$ cat config.mk
export PLATFORM = sky130hd
export DESIGN_NAME = connect_n_engine
export DESIGN_NICKNAME = d
export VERILOG_FILES = /design/src/rtl/connect_n_pkg.sv /design/src/rtl/connect_n_engine_win_scanner.sv /design/src/rtl/connect_n_engine.sv
export SDC_FILE = /design/constraint.sdc
export NUM_CORES = 1
export LEC_CHECK = 0
export ABC_AREA = 1
export CAP_MARGIN = 20
export CORE_MARGIN = 3
export CORE_UTILIZATION = 45
export CTS_CLUSTER_SIZE = 30
export DETAILED_ROUTE_END_ITERATION = 10
export SLEW_MARGIN = 40
export SYNTH_ARGS = -nofsm -noshare
export SYNTH_HDL_FRONTEND = slang
export SYNTH_HIERARCHICAL = 1
export SYNTH_SLANG_ARGS = --single-unit
$ cat constraint.sdc
create_clock -name clk -period 9.9 [get_ports clk]
set_input_delay 1.98 -clock clk [delete_from_list [all_inputs] [get_ports clk]]
set_output_delay 1.98 -clock clk [all_outputs]
set_load 0.005 [all_outputs]
$ cat src/rtl/connect_n_pkg.sv
// Shared types and helpers for the connect-N game engine.
package connect_n_pkg;

    typedef enum logic [2:0] {
        S_IDLE   = 3'd0,
        S_ANIM   = 3'd1,
        S_COMMIT = 3'd2,
        S_SCAN   = 3'd3,
        S_OVER   = 3'd4
    } state_e;

    // Line directions: horizontal, vertical, diagonal "/" and diagonal "\".
    typedef enum logic [1:0] {
        DIR_H       = 2'd0,
        DIR_V       = 2'd1,
        DIR_DIAG_UP = 2'd2,
        DIR_DIAG_DN = 2'd3
    } dir_e;

    function automatic int dir_dx(input dir_e d);
        int r;
        r = (d == DIR_V) ? 0 : 1;
        return r;
    endfunction

    function automatic int dir_dy(input dir_e d);
        int r;
        case (d)
            DIR_H:       r = 0;
            DIR_V:       r = 1;
            DIR_DIAG_UP: r = 1;
            default:     r = -1;
        endcase
        return r;
    endfunction

    function automatic int unsigned idx(input int unsigned row, input int unsigned col,
                                        input int unsigned ncols);
        return row * ncols + col;
    endfunction

endpackage

$ cat src/rtl/connect_n_engine_win_scanner.sv
// Sequential line scanner: walks outward from the placed cell in four directions.
module win_scanner
    import connect_n_pkg::*;
#(
    parameter int COLS    = 7,
    parameter int ROWS    = 6,
    parameter int WIN_LEN = 4
) (
    input  logic                      clk,
    input  logic                      rst,
    input  logic                      start_i,
    input  logic [COLS*ROWS-1:0]      board_i,
    input  logic [$clog2(ROWS)-1:0]   start_row_i,
    input  logic [$clog2(COLS)-1:0]   start_col_i,
    output logic                      done_o,
    output logic                      win_o,
    output logic [COLS*ROWS-1:0]      line_mask_o
);

    localparam int NC = COLS * ROWS;
    localparam int IW = $clog2(NC);
    localparam int PW = $clog2(((ROWS > COLS) ? ROWS : COLS) + 1) + 1;
    localparam int SW = $clog2(WIN_LEN);
    localparam int LW = $clog2(2 * WIN_LEN);

    logic                 active_q, done_q, win_q, sense_q;
    dir_e                 dir_q;
    logic signed [PW-1:0] r_q, c_q, sr_q, sc_q;
    logic [SW-1:0]        steps_q;
    logic [LW-1:0]        run_q, run_n;
    logic [IW-1:0]        home_q, start_idx, nidx;
    logic [NC-1:0]        mask_q, dmask_q, dmask_n;
    logic                 inb, hit, last_step, walk_end;
    int                   dx, dy, nr, nc;

    always_comb begin
        dx = dir_dx(dir_q);
        dy = dir_dy(dir_q);
        if (sense_q) begin
            dx = -dx;
            dy = -dy;
        end
        nr        = int'(r_q) + dy;
        nc        = int'(c_q) + dx;
        inb       = (nr >= 0) && (nr < ROWS) && (nc >= 0) && (nc < COLS);
        nidx      = IW'(idx(unsigned'(nr), unsigned'(nc), COLS));
        start_idx = IW'(idx(start_row_i, start_col_i, COLS));
        hit       = inb && board_i[nidx];
        // A walk also ends on the accepting step that reaches WIN_LEN-1 cells.
        last_step = hit && (int'(steps_q) == WIN_LEN - 2);
        walk_end  = !hit || last_step;
        dmask_n   = hit ? (dmask_q | (NC'(1) << nidx)) : dmask_q;
        run_n     = hit ? (run_q + LW'(1)) : run_q;
    end

    always_ff @(posedge clk or posedge rst) begin
        if (rst) begin
            active_q <= 1'b0;
            done_q   <= 1'b0;
            win_q    <= 1'b0;
            sense_q  <= 1'b0;
            dir_q    <= DIR_H;
            r_q      <= '0;
            c_q      <= '0;
            sr_q     <= '0;
            sc_q     <= '0;
            steps_q  <= '0;
            run_q    <= '0;
            home_q   <= '0;
            mask_q   <= '0;
            dmask_q  <= '0;
        end else begin
            done_q <= 1'b0;
            if (start_i) begin
                active_q <= 1'b1;
                win_q    <= 1'b0;
                mask_q   <= '0;
                dir_q    <= DIR_H;
                sense_q  <= 1'b0;
                r_q      <= PW'(start_row_i);
                c_q      <= PW'(start_col_i);
                sr_q     <= PW'(start_row_i);
                sc_q     <= PW'(start_col_i);
                home_q   <= start_idx;
                steps_q  <= '0;
                run_q    <= LW'(1);
                dmask_q  <= NC'(1) << start_idx;
            end else if (active_q) begin
                if (!walk_end) begin
                    r_q     <= PW'(nr);
                    c_q     <= PW'(nc);
                    steps_q <= steps_q + SW'(1);
                    run_q   <= run_n;
                    dmask_q <= dmask_n;
                end else if (!sense_q) begin
                    sense_q <= 1'b1;
                    r_q     <= sr_q;
                    c_q     <= sc_q;
                    steps_q <= '0;
                    run_q   <= run_n;
                    dmask_q <= dmask_n;
                end else begin
                    if (int'(run_n) >= WIN_LEN) begin
                        win_q  <= 1'b1;
                        mask_q <= mask_q | dmask_n;
                    end
                    if (dir_q == DIR_DIAG_DN) begin
                        active_q <= 1'b0;
                        done_q   <= 1'b1;
                    end else begin
                        dir_q   <= dir_e'(dir_q + 2'd1);
                        sense_q <= 1'b0;
                        r_q     <= sr_q;
                        c_q     <= sc_q;
                        steps_q <= '0;
                        run_q   <= LW'(1);
                        dmask_q <= NC'(1) << home_q;
                    end
                end
            end
        end
    end

    assign done_o      = done_q;
    assign win_o       = win_q;
    assign line_mask_o = mask_q;

endmodule

$ cat src/rtl/connect_n_engine.sv
// Connect-N game engine: cursor, fills, bitboards, drop animation and win detection.
module connect_n_engine
    import connect_n_pkg::*;
#(
    parameter int COLS     = 7,
    parameter int ROWS     = 6,
    parameter int WIN_LEN  = 4,
    parameter int ANIM_DIV = 2
) (
    input  logic                    clk,
    input  logic                    rst,
    input  logic                    frame_tick,
    input  logic                    left,
    input  logic                    right,
    input  logic                    put,
    output logic [$clog2(COLS)-1:0] selected_col,
    output logic                    which_player,
    output logic [COLS*ROWS-1:0]    color_p0,
    output logic [COLS*ROWS-1:0]    color_p1,
    output logic                    anim_active,
    output logic [$clog2(COLS)-1:0] anim_col,
    output logic [$clog2(ROWS)-1:0] anim_row,
    output logic                    anim_player,
    output logic                    invalid_detect,
    output logic                    win_valid,
    output logic                    victor,
    output logic [COLS*ROWS-1:0]    winner_tokens,
    output logic                    full_panel,
    output logic                    busy
);

    localparam int CW = $clog2(COLS);
    localparam int RW = $clog2(ROWS);
    localparam int NC = COLS * ROWS;
    localparam int IW = $clog2(NC);
    localparam int FW = $clog2(ROWS + 1);
    localparam int TW = $clog2(NC + 1);
    localparam int DW = (ANIM_DIV > 1) ? $clog2(ANIM_DIV) : 1;

    state_e        state_q, state_d;
    logic [CW-1:0] sel_q, sel_d, acol_q, acol_d;
    logic [RW-1:0] arow_q, arow_d, target_q, target_d;
    logic          player_q, player_d, aplayer_q, aplayer_d;
    logic [NC-1:0] p0_q, p0_d, p1_q, p1_d, wmask_q, wmask_d;
    logic [FW-1:0] fill_q [COLS];
    logic [FW-1:0] fill_d [COLS];
    logic [TW-1:0] total_q, total_d;
    logic [DW-1:0] div_q, div_d;
    logic          invalid_q, invalid_d, win_q, win_d, victor_q, victor_d, full_q, full_d;
    logic          scan_start, scan_done, scan_win;
    logic [NC-1:0] scan_mask, scan_board;
    logic [IW-1:0] commit_pos;

    assign scan_board = aplayer_q ? p1_q : p0_q;

    win_scanner #(
        .COLS    (COLS),
        .ROWS    (ROWS),
        .WIN_LEN (WIN_LEN)
    ) u_scan (
        .clk         (clk),
        .rst         (rst),
        .start_i     (scan_start),
        .board_i     (scan_board),
        .start_row_i (target_q),
        .start_col_i (acol_q),
        .done_o      (scan_done),
        .win_o       (scan_win),
        .line_mask_o (scan_mask)
    );

    always_comb begin
        state_d    = state_q;
        sel_d      = sel_q;
        player_d   = player_q;
        p0_d       = p0_q;
        p1_d       = p1_q;
        fill_d     = fill_q;
        total_d    = total_q;
        acol_d     = acol_q;
        arow_d     = arow_q;
        aplayer_d  = aplayer_q;
        target_d   = target_q;
        div_d      = div_q;
        invalid_d  = invalid_q;
        win_d      = win_q;
        victor_d   = victor_q;
        wmask_d    = wmask_q;
        full_d     = full_q;
        scan_start = 1'b0;
        commit_pos = IW'(idx(target_q, acol_q, COLS));
        unique case (state_q)
            S_IDLE: begin
                if (put) begin
                    if (fill_q[sel_q] == FW'(ROWS)) begin
                        invalid_d = 1'b1;
                    end else begin
                        invalid_d = 1'b0;
                        acol_d    = sel_q;
                        aplayer_d = player_q;
                        target_d  = RW'(fill_q[sel_q]);
                        arow_d    = RW'(ROWS - 1);
                        div_d     = '0;
                        state_d   = S_ANIM;
                    end
                end else if (left) begin
                    invalid_d = 1'b0;
                    sel_d     = (sel_q == '0) ? CW'(COLS - 1) : sel_q - CW'(1);
                end else if (right) begin
                    invalid_d = 1'b0;
                    sel_d     = (sel_q == CW'(COLS - 1)) ? '0 : sel_q + CW'(1);
                end
            end
            S_ANIM: begin
                if (frame_tick) begin
                    if (div_q == DW'(ANIM_DIV - 1)) begin
                        div_d = '0;
                        if (arow_q > target_q) arow_d = arow_q - RW'(1);
                        else                   state_d = S_COMMIT;
                    end else begin
                        div_d = div_q + DW'(1);
                    end
                end
            end
            S_COMMIT: begin
                if (aplayer_q) p1_d = p1_q | (NC'(1) << commit_pos);
                else           p0_d = p0_q | (NC'(1) << commit_pos);
                fill_d[acol_q] = fill_q[acol_q] + FW'(1);
                total_d        = total_q + TW'(1);
                scan_start     = 1'b1;
                state_d        = S_SCAN;
            end
            S_SCAN: begin
                if (scan_done) begin
                    if (scan_win) begin
                        win_d    = 1'b1;
                        victor_d = aplayer_q;
                        wmask_d  = wmask_q | scan_mask;
                        state_d  = S_OVER;
                    end else if (total_q == TW'(NC)) begin
                        full_d  = 1'b1;
                        state_d = S_OVER;
                    end else begin
                        player_d = ~player_q;
                        state_d  = S_IDLE;
                    end
                end
            end
            S_OVER: begin
                if (put) begin
                    p0_d      = '0;
                    p1_d      = '0;
                    total_d   = '0;
                    win_d     = 1'b0;
                    victor_d  = 1'b0;
                    wmask_d   = '0;
                    full_d    = 1'b0;
                    invalid_d = 1'b0;
                    player_d  = 1'b0;
                    for (int unsigned i = 0; i < COLS; i++) fill_d[i] = '0;
                    state_d   = S_IDLE;
                end
            end
            default: state_d = S_IDLE;
        endcase
    end

    always_ff @(posedge clk or posedge rst) begin
        if (rst) begin
            state_q   <= S_IDLE;
            sel_q     <= '0;
            player_q  <= 1'b0;
            p0_q      <= '0;
            p1_q      <= '0;
            total_q   <= '0;
            acol_q    <= '0;
            arow_q    <= '0;
            aplayer_q <= 1'b0;
            target_q  <= '0;
            div_q     <= '0;
            invalid_q <= 1'b0;
            win_q     <= 1'b0;
            victor_q  <= 1'b0;
            wmask_q   <= '0;
            full_q    <= 1'b0;
            for (int unsigned i = 0; i < COLS; i++) fill_q[i] <= '0;
        end else begin
            state_q   <= state_d;
            sel_q     <= sel_d;
            player_q  <= player_d;
            p0_q      <= p0_d;
            p1_q      <= p1_d;
            total_q   <= total_d;
            acol_q    <= acol_d;
            arow_q    <= arow_d;
            aplayer_q <= aplayer_d;
            target_q  <= target_d;
            div_q     <= div_d;
            invalid_q <= invalid_d;
            win_q     <= win_d;
            victor_q  <= victor_d;
            wmask_q   <= wmask_d;
            full_q    <= full_d;
            fill_q    <= fill_d;
        end
    end

    assign selected_col   = sel_q;
    assign which_player   = player_q;
    assign color_p0       = p0_q;
    assign color_p1       = p1_q;
    assign anim_active    = (state_q == S_ANIM);
    assign anim_col       = acol_q;
    assign anim_row       = arow_q;
    assign anim_player    = aplayer_q;
    assign invalid_detect = invalid_q;
    assign win_valid      = win_q;
    assign victor         = victor_q;
    assign winner_tokens  = wmask_q;
    assign full_panel     = full_q;
    assign busy           = (state_q != S_IDLE) && (state_q != S_OVER);

endmodule

; ---- Word-level counts from Yosys, hierarchy flattened
; Cells that the tools add are included.
[totals]
output_inout_bits = 143
word_cells = 275
register_bits = 290
inputBits = 6
[classes]
n_eq_ne = 29
add_sub_neg = 15
multipliers = 2
reduce_logical = 39
n_shift = 3
muxes = 130
magnitude_cmp = 10
n_bitwise = 10
[op_table]
columns = operator, count
row1 = $mux 42, 17
row2 = $pmux 42 s2, 3
row3 = $or 42x42->42, 5
row4 = $shl 1x6->42 const A, 3
row5 = $mux 3, 29
row6 = $add 4x32->32, 2
row7 = $ge 32x1->1 const B, 2
row8 = $lt 32x4->1 const B, 2
row9 = $mux 32, 2
row10 = $neg 32->32, 2
row11 = $pmux 32 s2, 1
row12 = $pmux 21 s2, 1
row13 = $mux 1, 41
row14 = $mux 4, 10
row15 = $mul 32x3->6 const B, 1
row16 = $ne 2x2->1 const B, 11
row17 = $bwmux 21, 1
row18 = $mux 21, 1
row19 = $mux 2, 10
row20 = $bmux 3 s3, 2
row21 = $reduce_bool 2->1, 9
row22 = $reduce_and 4->1, 4
row23 = $pmux 3 s5, 1
row24 = $reduce_and 3->1, 5
row25 = other kinds (41), 73

; ---- Longest topological paths before layout
; Gate-level depths: netlist (run 1).
[depth]
word_depth = 18
depth_mapped = 37
mapped_depth_nobuf = 36

; ---- By module
; The synthesis (run 1) kept the hierarchy.
[by_module_without_submodules]
columns = module, n_inst, area_each_um2, cells_each, seq_area_each_um2
row1 = win_scanner, 1, 10153.5, 1635, 2877.8
row2 = connect_n_engine, 1, 8805.9, 1089, 4379.2

; ---- Worst setup path after synthesis (run 1)
; OpenSTA, ideal clock, no wires.
[synth_timing]
path_type = reg-to-reg
start = register u_scan.sense_q
end = register u_scan.dmask_q[10]
slack_ns = 4.278
setup_time_ns = 0.120
arrival_time_ns = 5.502
required_time_ns = 9.780
stages_incl_launch_ff = 32
n_path_buf = 6
synth_period_minus_slack_ns = 5.622
path_cell_list = dfrtp_1 clkbuf_1 clkbuf_1 nor2_1 a21oi_1 ha_1 buf_2 nand2_1 inv_1 nor2_1 inv_1 fa_1 fa_1 fa_1 xnor2_1 inv_1 clkbuf_1 nand3_1 nand2_1 nand2_1 nand2_1 inv_1 nor2_2 nor2_4 nand3_4 nand3_2 nand2_2 inv_2 buf_6 buf_6 nor2_1 a21oi_2
[synth_via]
elab_chain_cells = 12
word_cells_on_any_way = 28
classes_between = add/sub: 3 / mul: 1 / order compare: 4 / eq/ne: 1 / shift: 1 / mux: 9 / bitwise: 1 / reduce/logical: 8
[synth_lines]
columns = item, line_no
row1 = "start, declared", connect_n_engine_win_scanner.sv:26  ; logic active_q, done_q, win_q, sense_q;
row2 = "start signal, assigned", connect_n_engine_win_scanner.sv:61  ; sense_q <= 1'b0;
row3 = "start signal, assigned", connect_n_engine_win_scanner.sv:79  ; sense_q <= 1'b0;
row4 = "start signal, assigned", connect_n_engine_win_scanner.sv:96  ; sense_q <= 1'b1;
row5 = $mux 32, connect_n_engine_win_scanner.sv:39  ; if (sense_q) begin
row6 = $add 4x32->32, connect_n_engine_win_scanner.sv:43  ; nr = int'(r_q) + dy;
row7 = $mul 32x3->6 (tied with other cells), connect_n_pkg.sv:39  ; return row * ncols + col;
row8 = $add 6x6->6 or $logic_and 1x1->1 (tied branches), "connect_n_pkg.sv:39, connect_n_engine_win_scanner.sv:45"
row9 = $bmux 1 s6 or $logic_and 1x1->1 (tied branches), "connect_n_engine_win_scanner.sv:48, connect_n_engine_win_scanner.sv:45"
row10 = $mux 1 (implied by the code) or $logic_and 1x1->1 (tied branches), "connect_n_engine_win_scanner.sv:48, connect_n_engine_win_scanner.sv:45"
row11 = $logic_and 1x1->1, connect_n_engine_win_scanner.sv:48  ; hit = inb && board_i[nidx];
row12 = $mux 42 (tied with other cells), connect_n_engine_win_scanner.sv:52  ; dmask_n = hit ? (dmask_q | (NC'(1) << nidx)) : dmask_q;
row13 = $mux 42 or $logic_or 1x1->1 (tied branches), "connect_n_engine_win_scanner.sv:95, connect_n_engine_win_scanner.sv:51"
row14 = $mux 42, connect_n_engine_win_scanner.sv:89  ; if (!walk_end) begin
row15 = $mux 42, connect_n_engine_win_scanner.sv:88  ; end else if (active_q) begin
row16 = $mux 42, connect_n_engine_win_scanner.sv:74  ; if (start_i) begin
row17 = "end signal, assigned", connect_n_engine_win_scanner.sv:87  ; dmask_q <= NC'(1) << start_idx;
row18 = "end signal, assigned", connect_n_engine_win_scanner.sv:94  ; dmask_q <= dmask_n;
row19 = "end signal, assigned", connect_n_engine_win_scanner.sv:101  ; dmask_q <= dmask_n;
row20 = "end, declared", connect_n_engine_win_scanner.sv:32  ; logic [NC-1:0] mask_q, dmask_q, dmask_n;
; Several ways; a longest one is shown, not always the timed one. The select of a mux whose other input is x is not followed.
; A chain may end at the register's enable or synchronous reset.

; ---- Worst setup path in the final report (run 1)
[layout_timing]
start = register u_scan.dir_q[0]
end = register u_scan.dir_q[0]
[layout_via]
elab_chain_cells = 15
word_cells_on_any_way = 37
classes_between = add/sub: 6 / mul: 1 / order compare: 4 / eq/ne: 4 / mux: 11 / reduce/logical: 11
[layout_lines]
columns = item, line_no
row1 = "start, declared", connect_n_engine_win_scanner.sv:27  ; dir_e dir_q;
row2 = "start signal, assigned", connect_n_engine_win_scanner.sv:111  ; dir_q <= dir_e'(dir_q + 2'd1);
row3 = $eq 2x2->1 or $eq 2x1->1 (tied branches), "connect_n_pkg.sv:28, connect_n_pkg.sv:22"
row4 = $reduce_or 2->1 (no source line), n/a
row5 = $pmux 32 s2, connect_n_pkg.sv:28  ; case (d)
row6 = $neg 32->32, connect_n_engine_win_scanner.sv:41  ; dy = -dy;
row7 = $mux 32, connect_n_engine_win_scanner.sv:39
row8 = $add 4x32->32, connect_n_engine_win_scanner.sv:43
row9 = $mul 32x3->6 (tied with other cells), connect_n_pkg.sv:39
row10 = $add 6x6->6 or $logic_and 1x1->1 (tied branches), "connect_n_pkg.sv:39, connect_n_engine_win_scanner.sv:45"
row11 = $bmux 1 s6 or $logic_and 1x1->1 (tied branches), "connect_n_engine_win_scanner.sv:48, connect_n_engine_win_scanner.sv:45"
row12 = $mux 1 (implied by the code) or $logic_and 1x1->1 (tied branches), "connect_n_engine_win_scanner.sv:48, connect_n_engine_win_scanner.sv:45"
row13 = $logic_and 1x1->1, connect_n_engine_win_scanner.sv:48
row14 = $logic_not 1->1 or $logic_and 1x1->1 (tied branches), "connect_n_engine_win_scanner.sv:51, connect_n_engine_win_scanner.sv:50"
row15 = $logic_or 1x1->1, connect_n_engine_win_scanner.sv:51  ; walk_end = !hit || last_step;
row16 = $reduce_bool 2->1 (no source line), n/a
row17 = $reduce_and 4->1 (no source line), n/a
; Several ways; a longest one is shown, not always the timed one. The select of a mux whose other input is x is not followed.

==> flow_metrics.py, run 1 <==
metrics = {
    "setup_path": {
        "endpoint_kind": "flop",
        "critPathBufInv": 8,
        "cpMostUsedCell": "nand2_1",
        "crit_path_max_incr_delay_ns": 0.64,
        "critPathKind": "reg -> reg",
        "arrival_ns": 8.86,
        "cp_slowest_cell": "nand2_4",
        "cp-start-kind": "flop",
        "critPathRequiredTime_ns": 10.30,
        "worstPathMaxFanout": 45,
        "critPathTopFamily": "simple AND/OR/NAND/NOR gates",
    },
    "routing": {
        "wire_per_inst_microns": 18.0,
        "drtPass1Iterations": 5,
        "drc": 0,
        "via_per_inst": 5.42,
        "wl_met1_mm": 28.1,
        "top_layer": "met4",
        "vias": 18158,
        "wl_met3_mm": 3.63,
        "drt.antenna.violating_nets": 0,
        "initialDrtViolationCount": 1652,
        "wl_met2_mm": 26.7,
        "wl_mm": 60.2,
    },
    "global_route": {
        "antenna_found_initial": 0,
        "first_global_vias": 16677,
        "grt_overflow": 0,
        "grt_pass1_wl_mm": 95.2,
        "grt_use_total_pct": 26.7,
        "grt_start_max_net_pins": 109,
    },
    "synthesis": {
        "async_flop_share_pct": 100,
        "synth_top_area_cell": "dfrtp_1",
        "yosysWarnings": 6,
        "synthMostInstantiatedCell": "nand2_1",
        "synthTopCellsByCount": "634 x nand2_1, 385 x inv_1, 343 x nor2_1",
        "synth-seq-cells": 290,
        "ys_top_cells_by_area": "dfrtp_1 38%, nand2_1 13%, inv_1 7.6%",
        "synth_nets": 2814,
        "yosysTopAreaCellShare_pct": 38.3,
        "ys_types": 47,
        "synth_area_sq_um": 19000,
        "synth-edff-count": 0,
        "synth.avg_cell_area_sq_um": 6.96,
        "synth_ff_type": "dfrtp_1",
        "seq_area_frac_synth_pct": 38.3,
        "postSynthCellCount": 2724,
    },
    "floorplanning": {
        "initial_core_util_pct": 46.0,
        "ios": 149,
        "dieArea_sq_um": 44600,
        "core_area_sq_um": 41200,
        "fp.dieH_microns": 211,
        "placementRows": 74,
        "fp.dieW_microns": 211,
    },
    "place": {
        "finalWeightedCongestion": 0.917,
        "hpwl_mm": 43.6,
        "numPortBuffers": 148,
    },
    "clocking": {
        "cts.sinks": 290,
        "clkLatencyLatePin_ns": 0.54,
        "postCtsSetupRepairBufs": 0,
        "cts_htree_levels": 2,
        "post_cts_resized": 0,
        "clockBufferDepth": 3,
        "clockRootBuffer": "clkbuf_16",
        "cts_tree": "built",
        "numCtsBuffers": 35,
        "clk_pin_slew_worst_paths_ns": 0.06,
        "holdBufCountCts": 0,
    },
    "timing": {
        "relSlewSlack_pct": 46.2,
        "drv_slew": 0,
        "period_needed_ns": 8.46,
        "finalHoldViolations": 0,
        "final.setup_skew_ns": 0.0106,
        "rsz0062_at_grt": "false",
        "fmax_mhz": 118,
        "setup_tns_ns": 0,
        "worst_pin_slew_ns": 0.805,
        "fin_crit_sh_pct": 85.5,
        "finalSetupViolations": 0,
    },
    "outcome": {
        "status": "finished, final reports clean",
    },
    "layout": {
        "area_delta_synth_final_pct": 14.8,
        "diodes": 0,
        "nets": 2883,
        "layout-drive-gt1-share_pct": 5.53,
        "n_fill_cell": 4105,
    },
    "hold_path": {
        "hold_path_class": "reg -> reg",
    },
    "job": {
        "drv_cap": 0,
    },
}
## placed cells by master, fill, tap and decap left out, types with 3 or more instances in the layout
cell type        synthesis  routed
a21oi_1                217     217
a21oi_2                 21      21
buf_4                   10      13
clkbuf_1                60       8
clkbuf_16                0      36
clkbuf_8                 0       9
clkdlybuf4s50_1          0     148
clkinv_1                 5       5
clkinv_2                 2      11
dfrtp_1                290     289
fa_1                    25      25
ha_1                    59      59
inv_1                  385     381
inv_2                   17      16
nand2_1                634     633
nand2_2                  7       8
nand3_1                288     288
nand3_2                  3       3
nand4_1                 72      72
nor2_1                 343     340
nor2_2                   3       6
nor2_4                   7       7
nor3_1                  50      50
nor4_1                   6       6
o21ai_0                 93      93
o21ai_1                  7       7
o21bai_1                 3       3
o22ai_1                 18      18
or2_2                    5       5
xnor2_1                  5       5
xor2_1                   5       5
## cell families after synthesis
logic type	Yosys count	share of synthesized area, %
adder cells (fa/ha/maj)	84	6.53
AO/OA/AOI/OAI	366	10.4
buffers and inverters	543	11.6
XOR/XNOR	11	0.548
AND/OR/NAND/NOR	1430	32.6
flip-flops	290	38.3
## sequential cells by signal (all words and copies together), names as in the netlist, 4 cells and up
name	flops
total_q	6
u_scan/dmask_q	42
color_p1	42
winner_tokens	42
u_scan/r_q	4
u_scan/home_q	6
u_scan/line_mask_o	42
color_p0	42
u_scan/c_q	4
fill_q	21
## metal layers
metal  vias up  GRT usage (%)
li1       8827              -
met1      8633           39.7
met2       603           41.1
met3        95           3.18
met4         0           8.24
met5         -              0
## layout make-up
class                           instances  area, sq um  area share (%)
Multi-Input combinational cell       1891         9500            43.7
Sequential cell                       290         7260            33.3
Timing Repair Buffer                  166         1650            7.59
Inverter                              409         1550            7.13
Clock buffer                           51         1030            4.72
Tap cell                              532          666            3.06
Clock inverter                         12          105           0.483
## final timing paths
check,startpoint,to,slack (ns),cells after the start
min in group asynchronous,rst,total_q[2]$_DFFE_PP0P_,2.07,2
worst min-delay path,u_scan/sc_q[0]$_DFFE_PP0P_,u_scan/sc_q[0]$_DFFE_PP0P_,0.47,2
worst max-delay path,u_scan/dir_q[0]$_DFFE_PP0P_,u_scan/dir_q[0]$_DFFE_PP0P_,1.44,31
worst min register to register,u_scan/sc_q[0]$_DFFE_PP0P_,u_scan/sc_q[0]$_DFFE_PP0P_,0.47,2
max in group asynchronous,rst,anim_player$_DFFE_PP0P_,6.64,3
worst max register to register,u_scan/dir_q[0]$_DFFE_PP0P_,u_scan/dir_q[0]$_DFFE_PP0P_,1.44,31
## worst register-to-register path, delay by kind of cell, from the launching register on
kind                     cells  cell delay (ns)
AO/OA/AOI/OAI                2             0.67
adder cells (fa/ha/maj)      5             2.13
flip-flops                   1             0.42
buffers and inverters        8             0.99
AND/OR/NAND/NOR             16             4.06
## metrics by stage
stage	hold WS (ns)	setup WS (ns)	cells	util, %	instance area, sq um
global route	0.494	0.696	3351	52.8	21800
detailed placement	0.459	1.58	3287	50.0	20600
global placement	0.453	1.66	3286	49.9	20600
finish	0.472	1.44	3351	52.8	21800
CTS	0.474	1.57	3350	52.8	21700
floorplan	0.436	3.17	2724	-	19000
Power of run 1 is left out: the tool's default activity adds up to more than one toggle a clock period on the data nets, which glitch-free logic cannot reach.
==> run 2, diff against run 1 <==
--- a/config.mk
+++ b/config.mk
@@ -9,6 +9,7 @@
 export CAP_MARGIN = 20
 export CORE_MARGIN = 3
 export CORE_UTILIZATION = 45
+export CTS_BUF_LIST = sky130_fd_sc_hd__clkbuf_4 sky130_fd_sc_hd__clkbuf_8
 export CTS_CLUSTER_SIZE = 30
 export DETAILED_ROUTE_END_ITERATION = 10
 export SLEW_MARGIN = 40
==> run 2 against run 1 <==
Non-clock buffer count grew 1. Utilization grew 0.085 points. Design area rose by 0.16%. Sequential share of layout area decreased by 0.054 points. Worst hold slack worse by 0.00053 ns. Clock skew up 0.0092 ns. Critical path depth stayed put. Via count is 0.45% higher. Flip-flop and latch count stayed put.
==> flow_metrics.py, run 2 (same netlist as run 1, synthesis figures left out) <==
metrics = {
    "place": {
        "post_dp_cell_area_sq_um": 20600,
        "finalWeightedCongestion": 0.917,
        "numPortBuffers": 148,
        "hpwl_mm": 43.6,
    },
    "outcome": {
        "status": "finished, final reports clean",
    },
    "setup_path": {
        "critPathTopFamily": "simple AND/OR/NAND/NOR gates",
        "r2r_setup_slack_ns": 1.45,
        "cp_num_cells": 31,
        "critPathKind": "reg -> reg",
        "rr_worst_depth": 31,
        "cp-start-kind": "flop",
        "critPathBufInv": 8,
        "crit_path_max_incr_delay_ns": 0.63,
        "rr_endpoint": "u_scan/dir_q[0]$_DFFE_PP0P_",
        "cpMostUsedCell": "nand2_1",
        "worstPathMaxFanout": 45,
        "cp_slowest_cell": "nand2_4",
        "rr_startpoint": "u_scan/dir_q[0]$_DFFE_PP0P_",
        "arrival_ns": 8.97,
        "critPathRequiredTime_ns": 10.41,
        "endpoint_kind": "flop",
    },
    "clocking": {
        "clockBufferDepth": 3,
        "cts.sinks": 290,
        "post_cts_resized": 0,
        "clk_pin_slew_worst_paths_ns": 0.06,
        "clkLatencyLatePin_ns": 0.65,
        "postCtsSetupRepairBufs": 0,
        "clockRootBuffer": "clkbuf_8",
        "cts_htree_levels": 2,
        "cts_tree": "built",
        "numCtsBuffers": 53,
        "holdBufCountCts": 0,
    },
    "floorplanning": {
        "fp.dieW_microns": 211,
        "core_area_sq_um": 41200,
        "initial_core_util_pct": 46.0,
        "dieArea_sq_um": 44600,
        "placementRows": 74,
        "fp.dieH_microns": 211,
        "ios": 149,
    },
    "timing": {
        "setup_tns_ns": 0,
        "worst_pin_slew_ns": 0.843,
        "fmax_mhz": 118,
        "drv_slew": 0,
        "period_needed_ns": 8.45,
        "finalSetupViolations": 0,
        "final.setup_skew_ns": 0.0198,
        "rsz0062_at_grt": "false",
        "relSlewSlack_pct": 43.6,
        "finalHoldViolations": 0,
        "fin_crit_sh_pct": 85.4,
    },
    "layout": {
        "final_core_util_pct": 52.9,
        "final_common_cell": "nand2_1",
        "final_area_sq_um": 21800,
        "layout_common_cells": "633 x nand2_1, 381 x inv_1, 341 x nor2_1, 289 x dfrtp_1, 288 x nand3_1",
        "layout-drive-gt1-share_pct": 6.97,
        "area_delta_synth_final_pct": 15.0,
        "diodes": 0,
        "nets": 2902,
    },
    "routing": {
        "drt.antenna.violating_nets": 0,
        "drc": 0,
        "wl_mm": 60.3,
        "vias": 18239,
        "drtPass1Iterations": 6,
        "initialDrtViolationCount": 1553,
        "via_per_inst": 5.39,
        "wire_per_inst_microns": 17.8,
    },
    "global_route": {
        "antenna_found_initial": 0,
        "grt_overflow": 0,
        "grt_start_max_net_pins": 109,
        "grt_pass1_wl_mm": 95.3,
        "grt_use_total_pct": 26.8,
        "first_global_vias": 16871,
    },
    "hold_path": {
        "whs_path_depth": 2,
        "hold_path_class": "reg -> reg",
        "whs_endpoint": "u_scan/sc_q[0]$_DFFE_PP0P_",
        "min-delay-start": "u_scan/sc_q[0]$_DFFE_PP0P_",
    },
    "job": {
        "drv_cap": 0,
    },
}
run 2: changes by cell type in the layout (fill, tap and decap cells not counted), sizes merged:
cell / before / now
clkbuf: 53 / 88
buf: 16 / 18
clkinvlp: 2 / 0
inv: 401 / 403
bufinv: 1 / 0
run 2: tightest hold or removal path, delay by kind of cell (launching register included):
kind,cells,cell delay [ns]
flip-flops,1,0.32
AND/OR/NAND/NOR,2,0.11
run 2: through the flow:
step	hold WS (ns)	worst slack [ns]	std cells
finish	0.471	1.45	3387
global route	0.496	0.685	3387
CTS	0.474	1.57	3385
detailed placement	0.459	1.58	3287
global placement	0.453	1.66	3286
floorplan	0.436	3.17	2724
run 2: final cells by class:
class                      count  area, sq um
fill                        4120        19400
multi-input combinational   1891         9500
sequential                   290         7260
timing repair buffer         167         1670
inverter                     409         1550
clock buffer                  87         1080
tap                          532          666
clock inverter                11         73.8
run 2: how the worst max path moves through the flow:
stage / slack [ns] / to / startpoint
floorplan: 3.17 / anim_col[0]$_DFFE_PP0P_ / rst
global placement: 1.66 / u_scan/run_q[1]$_DFFE_PP0P_ / u_scan/dir_q[0]$_DFFE_PP0P_
detailed placement: 1.58 / u_scan/dir_q[0]$_DFFE_PP0P_ / u_scan/dir_q[0]$_DFFE_PP0P_
CTS: 1.57 / u_scan/dir_q[0]$_DFFE_PP0P_ / u_scan/dir_q[0]$_DFFE_PP0P_
global route: 0.69 / u_scan/dir_q[0]$_DFFE_PP0P_ / u_scan/dir_q[0]$_DFFE_PP0P_
finish: 1.45 / u_scan/dir_q[0]$_DFFE_PP0P_ / u_scan/dir_q[0]$_DFFE_PP0P_
run 2: layer usage:
metal | vias to the layer above | routed length [microns] | GRT usage, %
met2 | 634 | 26500 | 40.6
met5 | - | 0 | 0
met4 | 0 | 2040 | 9.10
li1 | 8860 | - | -
met1 | 8635 | 27600 | 38.8
met3 | 110 | 4220 | 4.93
Power of run 2 is left out for the same reason.
==> run 3, diff against run 2 <==
--- a/config.mk
+++ b/config.mk
@@ -8,7 +8,7 @@
 export ABC_AREA = 1
 export CAP_MARGIN = 20
 export CORE_MARGIN = 3
-export CORE_UTILIZATION = 45
+export CORE_UTILIZATION = 40
 export CTS_BUF_LIST = sky130_fd_sc_hd__clkbuf_4 sky130_fd_sc_hd__clkbuf_8
 export CTS_CLUSTER_SIZE = 30
 export DETAILED_ROUTE_END_ITERATION = 10
==> run 3 against run 2 <==
Routed wire length rose by 2.5%. Via count rose by 0.46%. Critical path depth did not move.
==> flow_metrics.py, run 3 (same netlist as run 1, synthesis figures left out) <==
metrics = {
    "setup_path": {
        "rr_startpoint": "u_scan/dir_q[0]$_DFFE_PP0P_",
        "cpMostUsedCell": "nand2_1",
        "worstPathMaxFanout": 45,
        "crit_path_max_incr_delay_ns": 0.63,
        "cp_slowest_cell": "nand2_4",
        "critPathRequiredTime_ns": 10.43,
        "cp-start-kind": "flop",
        "arrival_ns": 8.89,
        "critPathLaunch": "u_scan/dir_q[0]$_DFFE_PP0P_",
        "endpoint_kind": "flop",
        "critPathKind": "reg -> reg",
    },
    "place": {
        "numPortBuffers": 148,
        "post-place-ws_ns": 1.66,
        "finalWeightedCongestion": 0.961,
        "hpwl_mm": 44.7,
    },
    "floorplanning": {
        "initial_core_util_pct": 40.6,
        "ios": 149,
        "placementRows": 79,
        "dieArea_sq_um": 50000,
        "core_area_sq_um": 46700,
        "fp.dieH_microns": 224,
        "fp.dieW_microns": 224,
    },
    "global_route": {
        "grt_use_total_pct": 24.4,
        "grt_pass1_wl_mm": 97.5,
        "first_global_vias": 17314,
        "grt_overflow": 0,
        "antenna_found_initial": 0,
        "grt_start_max_net_pins": 106,
    },
    "routing": {
        "drt.antenna.violating_nets": 0,
        "drtPass1Iterations": 6,
        "wl_mm": 61.8,
        "drc": 0,
        "initialDrtViolationCount": 1696,
        "wire_per_inst_microns": 17.9,
        "vias": 18323,
        "via_per_inst": 5.30,
    },
    "timing": {
        "drv_slew": 0,
        "finalSetupViolations": 0,
        "final.setup_skew_ns": 0.0358,
        "fin_crit_sh_pct": 84.4,
        "setup_ws_ns": 1.55,
        "finalHoldViolations": 0,
        "fmax_mhz": 120,
        "worst_pin_slew_ns": 0.854,
        "setup_tns_ns": 0,
        "relSlewSlack_pct": 43.1,
        "period_needed_ns": 8.35,
        "rsz0062_at_grt": "false",
    },
    "layout": {
        "regArea_sq_um": 7260,
        "nets": 2903,
        "area_delta_synth_final_pct": 15.3,
        "final_common_cell": "nand2_1",
        "layout_common_cells": "634 x nand2_1, 381 x inv_1, 341 x nor2_1, 289 x dfrtp_1, 288 x nand3_1",
        "layout-drive-gt1-share_pct": 6.71,
        "n_fill_cell": 4743,
        "multi_input_area_sq_um": 9500,
    },
    "clocking": {
        "holdBufCountCts": 0,
        "clk_pin_slew_worst_paths_ns": 0.06,
        "clockRootBuffer": "clkbuf_8",
        "post_cts_resized": 0,
        "numCtsBuffers": 52,
        "cts.sinks": 290,
        "clkLatencyLatePin_ns": 0.66,
        "cts_htree_levels": 2,
        "clockBufferDepth": 3,
        "cts_tree": "built",
        "postCtsSetupRepairBufs": 0,
    },
    "hold_path": {
        "min-delay-start": "u_scan/sc_q[1]$_DFFE_PP0P_",
        "hold_path_class": "reg -> reg",
    },
    "outcome": {
        "status": "finished, final reports clean",
    },
    "job": {
        "drv_cap": 0,
    },
}
-- run 3: changes by cell type in the layout (fill, tap and decap cells not counted), sizes merged --
cell / previous run / this run
clkbuf: 88 / 80
bufinv: 0 / 1
clkinvlp: 0 / 1
clkinv: 17 / 13
diode: 0 / 1
buf: 18 / 21
-- run 3: worst max-delay path, delay by kind of cell, from the launching register on --
kind                     cells  cell delay (ns)
AND/OR/NAND/NOR             16             4.00
flip-flops                   1             0.43
buffers and inverters        8             0.97
adder cells (fa/ha/maj)      5             2.11
AO/OA/AOI/OAI                2             0.66
-- run 3: path summary, 6_finish.rpt --
path	cells after the start	end	slack (ns)
max in group asynchronous	3	u_scan/line_mask_o[34]$_DFFE_PP0P_	6.87
min reg2reg	2	u_scan/sc_q[1]$_DFFE_PP0P_	0.47
min	2	u_scan/sc_q[1]$_DFFE_PP0P_	0.47
min in group asynchronous	2	fill_q[4]$_DFFE_PP0P_	1.88
max	31	u_scan/dir_q[0]$_DFFE_PP0P_	1.55
max reg2reg	31	u_scan/dir_q[0]$_DFFE_PP0P_	1.55
-- run 3: final cells by class --
type                            instances  area share, %
Clock inverter                          9          0.458
Multi-Input combinational cell       1891           43.5
Timing Repair Buffer                  169           7.68
Antenna cell                            1         0.0114
Sequential cell                       290           33.2
Clock buffer                           80           4.58
Tap cell                              607           3.47
Inverter                              409           7.13
-- run 3: per-stage QoR --
step           hold WS (ns)  cell area (sq um)  cells  utilization [%]
2_1_floorplan         0.436              19000   2724                -
3_5_place_dp          0.454              20700   3364             44.4
4_1_cts               0.468              21800   3453             46.7
5_1_grt               0.492              21900   3455             46.8
6_report              0.465              21900   3456             46.8
3_3_place_gp          0.450              20700   3363             44.3
-- run 3: per-layer routing --
metal	vias to the layer above	track usage [%]	wire length (microns)
met2	684	37.5	27100
li1	8872	-	-
met3	133	4.10	4210
met4	0	9.33	2390
met5	-	0	0
met1	8634	34.6	28100
Power of run 3 is left out for the same reason.
==> variant 1, RTL diff (flow settings as in run 2) <==
The 5 states of `state_e` get a Gray code encoding in 3 bits.
--- a/src/rtl/connect_n_pkg.sv
+++ b/src/rtl/connect_n_pkg.sv
@@ -4,7 +4,7 @@
     typedef enum logic [2:0] {
-        S_IDLE   = 3'd0,
-        S_ANIM   = 3'd1,
-        S_COMMIT = 3'd2,
-        S_SCAN   = 3'd3,
-        S_OVER   = 3'd4
+        S_IDLE   = 3'b000,
+        S_ANIM   = 3'b001,
+        S_COMMIT = 3'b011,
+        S_SCAN   = 3'b010,
+        S_OVER   = 3'b110
     } state_e;
Function: no difference found for any inputs over 4 cycles, from zero or initial values and one cycle with rst high; so few cycles prove little.
==> variant 1 against run 2 <==
Worst setup slack gained 0.32 ns. Synthesized area decreased by 0.69%. Count of clock-buffer cells in the layout up 2. Core utilization down 0.25 points. Routed wire length is 2.9% higher. Design area fell by 0.69%. Sequential cell count unchanged. Maximum frequency is 3.9% higher.
Power is left out: it rests on default switching activity, and per cell area and clock period it moved more than threefold.
==> variant 1: results (changes against run 2) <==
drt via density 5.46 (was 5.39); Signal inverters 356 (was 409); Seq/total area 33.5% (was 33.3%); met1 usage 39.8% (was 38.8%); non-clk buf share 7.76% (was 7.66%); reg2reg setup slack 1.77 ns (was 1.45 ns); placed insts 3251 (was 3287); TritonRoute pass-1 iters 5 (was 6); Compound-Gate Fraction of Synth Area 10.7% (was 10.4%); met2 wire len 27500 um (was 26500 um); Wirelength per Cell 18.5 um (was 17.8 um); DRT iter0 DRCs 1794 (was 1553); Total GRT Usage 27.5% (was 26.8%); area of the multi-input gates 0.00951 mm2 (was 0.00950 mm2); WP data arrival 8.60 ns (was 8.97 ns); number of non-clock buffers 174 (was 167); skew final 0.0411 ns (was 0.0198 ns); largest net degree at the start of global routing 84 (was 109); clk_buf instances 89 (was 87); Worst Hold Class reg2reg (unchanged); fin nets 2864 (was 2902); sequential share of the synthesized area 38.5% (was 38.3%); crit share post-route 82.2% (was 85.4%); Clock buffers and inverters, area share 5.45% (was 5.29%); share of layout cells above drive strength 1 7.21% (was 6.97%); first-pass GRT wire length 97300 um (was 95300 um); GPL Wtd Cong 1.00 (was 0.917); Routed WL 62000 um (was 60300 um); GR Util met2 42.6% (was 40.6%); Cell Area, Placed 0.0205 mm2 (was 0.0206 mm2); vias in the first global route 17205 (was 16871); commonest cells in the netlist nand2_1, nor2_1, inv_1 (was nand2_1, inv_1, nor2_1); comb_multi_in 1899 (was 1891); worst slack, placed 1.96 ns (was 1.58 ns); met3 usage 3.80% (was 4.93%); worst-margin pin slew 0.811 ns (was 0.843 ns); status completed (unchanged); Area growth syn-to-layout 15.0% (about the same); CP peak stage delay 0.60 ns (was 0.63 ns); fraction of standard cell area in multi-input logic 43.9% (was 43.6%); xor/xnor share of the synthesized area 0.505% (was 0.548%); Max stage delay cell, worst path nor2_4 (was nand2_4); HPWL after detailed placement 44800 um (was 43600 um)
==> variant 1: how the worst min path moves through the flow <==
stage | startpoint | end | slack (ns) | cells after the start
after floorplan | u_scan/sc_q[0]$_DFFE_PP0P_ | u_scan/sc_q[0]$_DFFE_PP0P_ | 0.44 | 2
after global placement | u_scan/sc_q[0]$_DFFE_PP0P_ | u_scan/sc_q[0]$_DFFE_PP0P_ | 0.45 | 2
after detailed placement | u_scan/sr_q[1]$_DFFE_PP0P_ | u_scan/sr_q[1]$_DFFE_PP0P_ | 0.45 | 2
after CTS | u_scan/sr_q[1]$_DFFE_PP0P_ | u_scan/sr_q[1]$_DFFE_PP0P_ | 0.47 | 2
after global routing | u_scan/sr_q[1]$_DFFE_PP0P_ | u_scan/sr_q[1]$_DFFE_PP0P_ | 0.48 | 2
final | u_scan/sr_q[1]$_DFFE_PP0P_ | u_scan/sr_q[1]$_DFFE_PP0P_ | 0.47 | 2
==> variant 2, RTL diff (settings of run 2) <==
Made on the original files. `ROWS` is set to 6 in 2 places; all go to 3.
--- a/src/rtl/connect_n_engine_win_scanner.sv
+++ b/src/rtl/connect_n_engine_win_scanner.sv
@@ -5,3 +5,3 @@
     parameter int COLS    = 7,
-    parameter int ROWS    = 6,
+    parameter int ROWS    = 3,
     parameter int WIN_LEN = 4
--- a/src/rtl/connect_n_engine.sv
+++ b/src/rtl/connect_n_engine.sv
@@ -5,3 +5,3 @@
     parameter int COLS     = 7,
-    parameter int ROWS     = 6,
+    parameter int ROWS     = 3,
     parameter int WIN_LEN  = 4,
Ports: changed (resized anim_row, color_p0, color_p1 and winner_tokens); port bits go from 149 to 85. No check against the original RTL was run, so the function may have changed too.
==> variant 2 against run 2 <==
Design area down 37%. Routed wire length is 40% lower. Worst setup slack better by 0.94 ns. Sequential cell count fell by 117. Synthesized area is 36% lower. Clock skew is 0.0034 ns higher. Critical path type unchanged.
Power is left out: the tool's default activity adds up to more than one toggle a clock period on the data nets, which glitch-free logic cannot reach.
==> variant 2: results (changes against run 2) <==
share of synthesized flip-flops with an asynchronous set or reset 100% (unchanged); largest net degree at the start of global routing 73 (was 109); later-pin clock latency in the skew report 0.48 ns (was 0.65 ns); Max clock buf depth 2 (was 3); CP peak stage delay 0.77 ns (was 0.63 ns); PortBufs 84 (was 148); worst setup path startpoint u_scan/sense_q$_DFFE_PP0P_ (was u_scan/dir_q[0]$_DFFE_PP0P_); end point of the critical path u_scan/run_q[1]$_DFFE_PP0P_ (was u_scan/dir_q[0]$_DFFE_PP0P_); CP Launch Type register (unchanged); Cell Area, Placed 0.0132 mm2 (was 0.0206 mm2); Clock buffers and inverters, area share 3.05% (was 5.29%); GR Util met2 40.0% (was 40.6%); first-pass GRT wire length 58400 um (was 95300 um); critical path peak fanout 33 (was 45); Fill cells 2661 (was 4120); Wirelength per Cell 16.6 um (was 17.8 um); met1 usage 35.9% (was 38.8%); vias in the first global route 10819 (was 16871); comb_multi_in 1261 (was 1891); register bit count reported by yosys 173 (was 290); Post-synth top flop dfrtp_1 (unchanged); met2 wire len 16300 um (was 26500 um); Signal inverters 279 (was 409); DRT iter0 DRCs 1038 (was 1553); fin nets 1894 (was 2902); HPWL after detailed placement 26900 um (was 43600 um); GPL Wtd Cong 0.904 (was 0.917); worst-margin pin slew 0.724 ns (was 0.843 ns); reg2reg setup slack 2.39 ns (was 1.45 ns); WP data arrival 7.89 ns (was 8.97 ns); core area 0.0264 mm2 (was 0.0412 mm2); clock transition at the registers of the reported paths 0.12 ns (was 0.06 ns); synthesized net count 1847 (was 2814); Area contributors post-synth dfrtp_1, nand2_1, inv_1 (unchanged); TritonRoute pass-1 iters 5 (was 6); met3 usage 4.11% (was 4.93%); status completed (unchanged); non-clk buf share 6.63% (was 7.66%); sequential share of the synthesized area 35.4% (was 38.3%); Total GRT Usage 25.3% (was 26.8%); ant diodes 0 (unchanged); WL met1 16800 um (was 27600 um); Synth cell types 46 (was 47); drt via density 5.32 (was 5.39); Max stage delay cell, worst path dfrtp_1 (was nand2_4); H-tree depth 4 (was 2); skew final 0.0231 ns (was 0.0198 ns); share of layout cells above drive strength 1 5.45% (was 6.97%); number of non-clock buffers 91 (was 167); TritonCTS Buffers 17 (was 53); worst-case reg-to-reg path depth 25 (was 31); WL met3 2100 um (was 4220 um); area of the multi-input gates 0.00652 mm2 (was 0.00950 mm2); Seq/total area 31.7% (was 33.3%); commonest cells in the netlist nand2_1, inv_1, nand3_1 (was nand2_1, inv_1, nor2_1)
## variant 2: metrics by stage
stage / cells / hold slack (ns) / util, % / setup slack, ns
after floorplan: 1776 / 0.436 / - / 4.45
after global placement: 2138 / 0.449 / 50.0 / 2.67
after detailed placement: 2138 / 0.454 / 50.1 / 2.42
after CTS: 2170 / 0.481 / 51.7 / 2.37
after global routing: 2171 / 0.493 / 51.7 / 1.67
final: 2171 / 0.480 / 51.7 / 2.39
## variant 2: kinds of logic (layout without fill, tap and decap cells)
| logic type | count (synthesis) | count (layout) | synth area share [%] |
|---|---|---|---|
| simple gates | 968 | 968 | 34.5 |
| buf+inv | 342 | 402 | 11.4 |
| compound gates | 211 | 211 | 9.53 |
| flops | 173 | 173 | 35.4 |
| fa+ha+maj | 65 | 65 | 7.94 |
| xor+xnor | 17 | 17 | 1.22 |
## variant 2: tightest hold or removal path: stages, from the launching register on
cell and delay, ns:
dfrtp_1 0.34, nand2_1 0.06, nand2_1 0.06
